==> src/rtl/serial_sub_pkg.sv <==
// ----------------------------------------------------------------------------
// serial_sub_pkg
// Shared definitions for the bit-serial subtractor:
//   - DEFAULT_WIDTH : default operand/result width
//   - state_e       : controller states (IDLE, RUN, DONE)
// ----------------------------------------------------------------------------
package serial_sub_pkg;

    localparam int DEFAULT_WIDTH = 4;

    typedef enum logic [1:0] {
        IDLE = 2'd0,
        RUN  = 2'd1,
        DONE = 2'd2
    } state_e;

endpackage : serial_sub_pkg

==> src/rtl/serial_sub_full_subtractor.sv <==
// ----------------------------------------------------------------------------
// full_subtractor
// One-bit combinational subtractor stage: computes x - y - bin.
// Ports:
//   x    : minuend bit
//   y    : subtrahend bit
//   bin  : borrow into this bit
//   d    : difference bit
//   bout : borrow out of this bit
// ----------------------------------------------------------------------------
module full_subtractor (
    input  logic x,
    input  logic y,
    input  logic bin,
    output logic d,
    output logic bout
);

    assign d    = x ^ y ^ bin;
    // Borrow when the subtrahend side (y + bin) exceeds x; the last term
    // covers y=1 with x and bin equal.
    assign bout = (~x & y) | (~x & bin) | (y & ~(x ^ bin));

endmodule : full_subtractor

==> src/rtl/serial_sub.sv <==
// ----------------------------------------------------------------------------
// serial_sub
// Bit-serial subtractor: computes (a - b - bin) mod 2^WIDTH one bit per clock,
// LSB first, using a single full_subtractor stage and a running borrow.
// Ports:
//   clk   : clock, all state changes on the rising edge
//   rst   : synchronous active-high reset
//   start : request, accepted only in IDLE or DONE
//   a     : minuend, captured on accepted start
//   b     : subtrahend, captured on accepted start
//   bin   : borrow-in, captured on accepted start
//   busy  : high while the operation is running
//   done  : one-cycle pulse, diff/bout hold the new result
//   diff  : difference, (a - b - bin) mod 2^WIDTH
//   bout  : borrow-out, 1 iff a < b + bin (unsigned)
// ----------------------------------------------------------------------------
module serial_sub
    import serial_sub_pkg::*;
#(
    parameter int WIDTH = DEFAULT_WIDTH
) (
    input  logic             clk,
    input  logic             rst,
    input  logic             start,
    input  logic [WIDTH-1:0] a,
    input  logic [WIDTH-1:0] b,
    input  logic             bin,
    output logic             busy,
    output logic             done,
    output logic [WIDTH-1:0] diff,
    output logic             bout
);

    // One extra bit so the counter can reach WIDTH without wrapping.
    localparam int                CNT_W    = $clog2(WIDTH) + 1;
    localparam logic [CNT_W-1:0] LAST_BIT = CNT_W'(WIDTH - 1);
    localparam logic [CNT_W-1:0] CNT_ONE  = CNT_W'(1);

    state_e             state_q, state_d;
    logic [WIDTH-1:0]   a_q, a_d;
    logic [WIDTH-1:0]   b_q, b_d;
    logic [WIDTH-1:0]   res_q, res_d;
    logic [WIDTH-1:0]   diff_q, diff_d;
    logic               br_q, br_d;
    logic               bout_q, bout_d;
    logic [CNT_W-1:0]   cnt_q, cnt_d;

    logic               stage_d;
    logic               stage_bout;

    // Operand registers shift right, so bit 0 is always the current bit.
    full_subtractor u_fs (
        .x    (a_q[0]),
        .y    (b_q[0]),
        .bin  (br_q),
        .d    (stage_d),
        .bout (stage_bout)
    );

    always_comb begin
        state_d = state_q;
        a_d     = a_q;
        b_d     = b_q;
        res_d   = res_q;
        diff_d  = diff_q;
        br_d    = br_q;
        bout_d  = bout_q;
        cnt_d   = cnt_q;

        case (state_q)
            IDLE, DONE: begin
                if (start) begin
                    a_d     = a;
                    b_d     = b;
                    br_d    = bin;
                    cnt_d   = '0;
                    res_d   = '0;
                    state_d = RUN;
                end else begin
                    state_d = IDLE;
                end
            end

            RUN: begin
                a_d   = a_q >> 1;
                b_d   = b_q >> 1;
                br_d  = stage_bout;
                // New bit enters at the MSB; after WIDTH shifts the first
                // bit computed sits at bit 0.
                res_d = {stage_d, res_q[WIDTH-1:1]};
                cnt_d = cnt_q + CNT_ONE;
                if (cnt_q == LAST_BIT) begin
                    // Publish only the complete result so diff/bout never
                    // expose a partially shifted value.
                    diff_d  = {stage_d, res_q[WIDTH-1:1]};
                    bout_d  = stage_bout;
                    state_d = DONE;
                end
            end

            default: begin
                state_d = IDLE;
            end
        endcase
    end

    always_ff @(posedge clk) begin
        if (rst) begin
            state_q <= IDLE;
            a_q     <= '0;
            b_q     <= '0;
            res_q   <= '0;
            diff_q  <= '0;
            br_q    <= 1'b0;
            bout_q  <= 1'b0;
            cnt_q   <= '0;
        end else begin
            state_q <= state_d;
            a_q     <= a_d;
            b_q     <= b_d;
            res_q   <= res_d;
            diff_q  <= diff_d;
            br_q    <= br_d;
            bout_q  <= bout_d;
            cnt_q   <= cnt_d;
        end
    end

    assign busy = (state_q == RUN);
    assign done = (state_q == DONE);
    assign diff = diff_q;
    assign bout = bout_q;

endmodule : serial_sub
==> config.mk <==
export PLATFORM = sky130hd
export DESIGN_NAME = serial_sub
export DESIGN_NICKNAME = d
export VERILOG_FILES = /design/src/rtl/serial_sub_pkg.sv /design/src/rtl/serial_sub_full_subtractor.sv /design/src/rtl/serial_sub.sv
export SDC_FILE = /design/constraint.sdc
export NUM_CORES = 1
export LEC_CHECK = 0
export CORE_UTILIZATION = 49
export DETAILED_ROUTE_END_ITERATION = 10
export PLACE_DENSITY = 0.76
export SYNTH_ARGS = -nofsm -noshare
export SYNTH_HDL_FRONTEND = slang
export SYNTH_SLANG_ARGS = --single-unit
==> constraint.sdc <==
create_clock -name clk -period 1.3 [get_ports clk]
set_input_delay 0.13 -clock clk [delete_from_list [all_inputs] [get_ports clk]]
set_output_delay 0.13 -clock clk [all_outputs]
set_load 0.1 [all_outputs]
**Word-level counts from Yosys, hierarchy flattened**

Cells that the tools add are included.

- $add $sub $neg: 1
- Equality and inequality tests: 5
- Multiplexer cells: 13
- Bitwise gates (word level): 10
- Reductions and logical operators: 5

Operators with widths:

| operator | count |
|---|---|
| 4-bit case mux with 2 select lines | 3 |
| 4-bit 2-to-1 mux | 3 |
| 3-bit case mux with 2 select lines | 1 |
| 2-bit case mux with 2 select lines | 1 |
| 2-bit AND reduction | 2 |
| 3-bit by 1-bit adder with 3-bit output (second input constant) | 1 |
| 1-bit AND | 3 |
| 3-bit by 2-bit == test with 1-bit output (second input constant) | 1 |
| 3-bit 2-to-1 mux | 1 |
| 1-bit XOR | 3 |
| 2-bit by 1-bit == test with 1-bit output (second input constant) | 1 |
| 2-bit == test (second input constant) | 1 |
| 2-bit logical NOT | 1 |
| 1-bit 2-to-1 mux | 2 |
| 2-bit 2-to-1 mux | 1 |
| 2-bit by 1-bit inequality test with 1-bit output (second input constant) | 1 |
| 2-bit inequality test (second input constant) | 1 |
| 1-bit inverter | 2 |
| 1-bit bitwise OR | 2 |
| 1-bit case mux with 2 select lines | 1 |
| 2-bit nonzero test | 1 |
| 2-bit OR reduction | 1 |

- Register bits after elaboration: 23
- Input bits: 12
- Output and inout port bits: 7
- Logic and storage cells: 42

**Depth between registers and ports, before layout**

Gate-level depths: netlist of the first run.

- Depth in word-level cells: 5
- Mapped depth: 6

**Modules after synthesis**

A second synthesis of the first run with hierarchy kept.

- Cell total of the unflattened synthesis: 113
- Area total of the unflattened synthesis: 973.4 um^2

Modules (own cells, without submodules):

| module | instances | cells each | area an instance (um^2) | seq. area each (um^2) |
|---|---|---|---|---|
| serial_sub | 1 | 110 | 945.9 | 440.4 |
| full_subtractor | 1 | 3 | 27.5 | 0.0 |

**Least setup slack after synthesis of the first run**

No wires, ideal clock.

- Path type: register to register
- Start point: register diff[3] (netlist name)
- End point: register diff_q[3] (netlist: diff[3])
- Library setup time: 0.088 ns
- Arrival: 1.225 ns
- Data required time: 1.212 ns
- Setup slack: -0.013 ns
- Cell stages (with the launch flop): 3
- Buffers on the path: 0
- Cells stage by stage: dfxtp_1 -> a21oi_2 -> a311oi_2

RTL lines:

| element | line | source |
|---|---|---|
| end signal, assigned | serial_sub.sv:122 | `diff_q <= diff_d;` |
| end, declared | serial_sub.sv:43 | `logic [WIDTH-1:0] diff_q, diff_d;` |

**Worst setup path after layout of the first run**

- Start point: register state_q[0]
- End point: output port done

- Longest elaborated chain between the ends: 1

RTL lines:

| element | line | source |
|---|---|---|
| start, declared | serial_sub.sv:39 | `state_e state_q, state_d;` |
| start signal, assigned | serial_sub.sv:118 | `state_q <= state_d;` |
| 2-bit == test | serial_sub.sv:130 | `assign done = (state_q == DONE);` |
| end, declared | serial_sub.sv:29 | `output logic done,` |

Every way passes these cells.

==> results.toml, run 1 <==
[critical_path]
arrival_ns = 1.11
critPathBufInv = 1
slowest_delay_ns = 0.41
crit_path_cell_trace = "and2b_1, buf_12"
r2r_cells = 5
cp_max_fo = 5
cp_data_required_time_ns = 1.17
end_kind = "primary output"
cp-start-kind = "flop"
worstSetupPathType = "flop to primary output"
critical_path_depth = 2
path_delay_family = "flip-flops"
slowest_stage = "dfxtp_1"

[die]
ios = 19
die_area_um2 = 2210
start_util = 0.550
rows = 15
dieHeight_um = 47.0
dieWidth_um = 47.0
core-area_um2 = 1800

[layout]
multi_input_comb_area_um2 = 459
nets = 150
nFillCells = 147
diodes = 0
drive_gt1_frac = 0.226
area_delta_synth_final_pct = 32.2
final-seq-area_um2 = 443
fin_cells = 158

[synth]
ys_async_sr_fraction = 0
yosys_warnings = 0
synth.cell_area_um2 = 991
yosysTopAreaCell = "dfxtp_1"
ys_types = 22
synth_area_leaders = "dfxtp_1 44%, nand2_1 8.7%, a21oi_1 6.1%"
synth-edff-count = 0
synth_top_area_frac = 0.444
yosysMostFrequentCell = "nand2_1"
synth_top_cells_by_count = "23 x nand2_1, 22 x dfxtp_1, 12 x a21oi_1, 12 x nand3_1, 9 x nor2_1"
synth_ff_type = "dfxtp_1"
syn_nets = 127
syn-instance-count = 112
seq_area_frac_synth = 0.444
synth-seq-cells = 22
syn_area_per_cell_um2 = 8.85

[grt]
first_global_vias = 782
antenna_found_initial = 0
overflow = 0
grt_start_max_net_pins = 23
grt_pass1_wl_mm = 3.24
grt_util_all_layers = 0.213

[routing]
dr.pass1.iters = 4
viasPerCell = 5.40
drt_iter0_markers = 13
drc = 0
wire_per_inst_um = 12.7
routed_wl_mm = 2.01
route.antenna.remaining_nets = 0
routed-via-count = 853

[place]
portBuffers = 18
gp_congestion = 0.754
hpwl_mm = 1.49
dp_cells = 154
pre_cts_ws_ns = -0.0695

[clock_tree]
htree_levels = 1
root_buffer = "clkbuf_4"
cts.path.max_buffers = 2
clock-sinks = 22
insertion_delay_ns = 0.30
cts_tree = "built"
tritoncts.num_buffers = 3
ctsHoldBuffers = 0
clk_pin_slew_ns = 0.11

[job]
cap_violations = 0

[pwr]
power_mw = 1.28
clkPwrFrac = 0.233
p_seq_frac = 0.572
netSwitchingFraction = 0.269
p_sw_uw = 344
p_comb_frac = 0.195
power.leakage_nw = 0.483
peakVddDrop_mv = 1.06
power.density_nw_per_um2 = 977
p_int_uw = 936

[timing]
fmax_mhz = 805
whs_ns = 0.362
fin_crit_ns = 1.24
max-slew-margin-rel = 0.829
rsz0062_at_grt = "false"
finalHoldViolations = 0
finalMaxSlewViolations = 0
tightest_slew_ns = 0.257
fin_crit_sh = 0.955
skew_ns = 0.00187
fin_ws_ns = 0.0581
setup_viol = 0

[worst_hold_path]
hold_depth = 3
min_path_type = "input port to flop"

[status]
status = "finished clean"
-- cell type report --
class                   instances  share of cell area
multi-input cells              77               0.351
repair buffers                 28               0.258
well taps                      25              0.0239
inverters                       3              0.0124
clock buffers                   3              0.0172
flip-flops and latches         22               0.338
-- per-layer routing --
| layer | track usage | routed length, um | up-vias |
|---|---|---|---|
| met5 | 0 | 0 | - |
| met2 | 0.381 | 1050 | 11 |
| met4 | 0.0400 | 16 | 0 |
| met1 | 0.248 | 880 | 416 |
| li1 | - | - | 422 |
| met3 | 0.0731 | 61 | 4 |
-- worst paths after layout --
path / to / slack (ns) / startpoint
worst min-delay path: a_q[3] / 0.36 / a[3]
worst max-delay path: done / 0.06 / state_q[0]
worst min register to register: a_q[3] / 0.48 / a_q[3]
worst max register to register: diff[2] / 0.10 / cnt_q[0]
-- sequential cells by signal (all words and copies together) (netlist names) --
name     count
a_q          4
b_q          4
bout         1
br_q         1
cnt_q        3
diff         4
res_q        3
state_q      2
-- worst reg2reg max path: cells and delay by family (launching register included) --
family                   cells  cell delay, ns
AO/OA/AOI/OAI                1            0.14
adder cells (fa/ha/maj)      2            0.37
flip-flops                   1            0.34
AND/OR/NAND/NOR              2            0.29
-- power by group through the flow --
| stage | clock network (mW) | logic [mW] | registers, mW |
|---|---|---|---|
| floorplan | 0 | 0.180 | 0.742 |
| global placement | 0 | 0.235 | 0.745 |
| detailed placement | 0 | 0.242 | 0.746 |
| CTS | 0.309 | 0.248 | 0.732 |
| global route | 0.335 | 0.275 | 0.738 |
| finish | 0.298 | 0.250 | 0.732 |
-- logic make-up after synthesis --
kind of cell / Yosys count / share of synthesized area
AND/OR/NAND/NOR: 52 / 0.236
adder cells (fa/ha/maj): 3 / 0.0455
buffers and inverters: 13 / 0.114
flip-flops: 22 / 0.444
AO/OA/AOI/OAI: 22 / 0.160
-- stage by stage --
| stage | TNS (ns) | utilization | area [um2] |
|---|---|---|---|
| CTS | 0 | 0.716 | 1290 |
| floorplan | 0 | - | 992 |
| detailed placement | -0.244 | 0.698 | 1260 |
| finish | 0 | 0.727 | 1310 |
| global route | 0 | 0.727 | 1310 |
| global placement | -0.00677 | 0.698 | 1260 |
-- cells in the final DEF (no fill, tap or decap), drive strengths merged --
cell           Yosys  final
inv                2      2
o21a               1      1
dfxtp             22     22
a311oi             8      8
and2b              2      2
ha                 2      2
nand2b             5      5
clkinv             1      1
clkdlybuf4s50      0     11
clkbuf             2      3
fa                 1      1
nand3             12     12
nor2               9      9
buf                8     17
nand3b             1      1
nand2             23     23
a21oi             13     13
-- timing repair --
action                     in CTS  in global routing
resized for setup               1                  5
setup buffers                   1                  0
pin swaps                       0                  2
setup endpoints to repair       1                  6
Power figures use the tool's default switching activity.
==> run 2, diff against run 1 <==
- CAP_MARGIN: unset -> 20
==> results of run 2 <==
The final DEF is identical to that of run 1; final timing and power are the same.
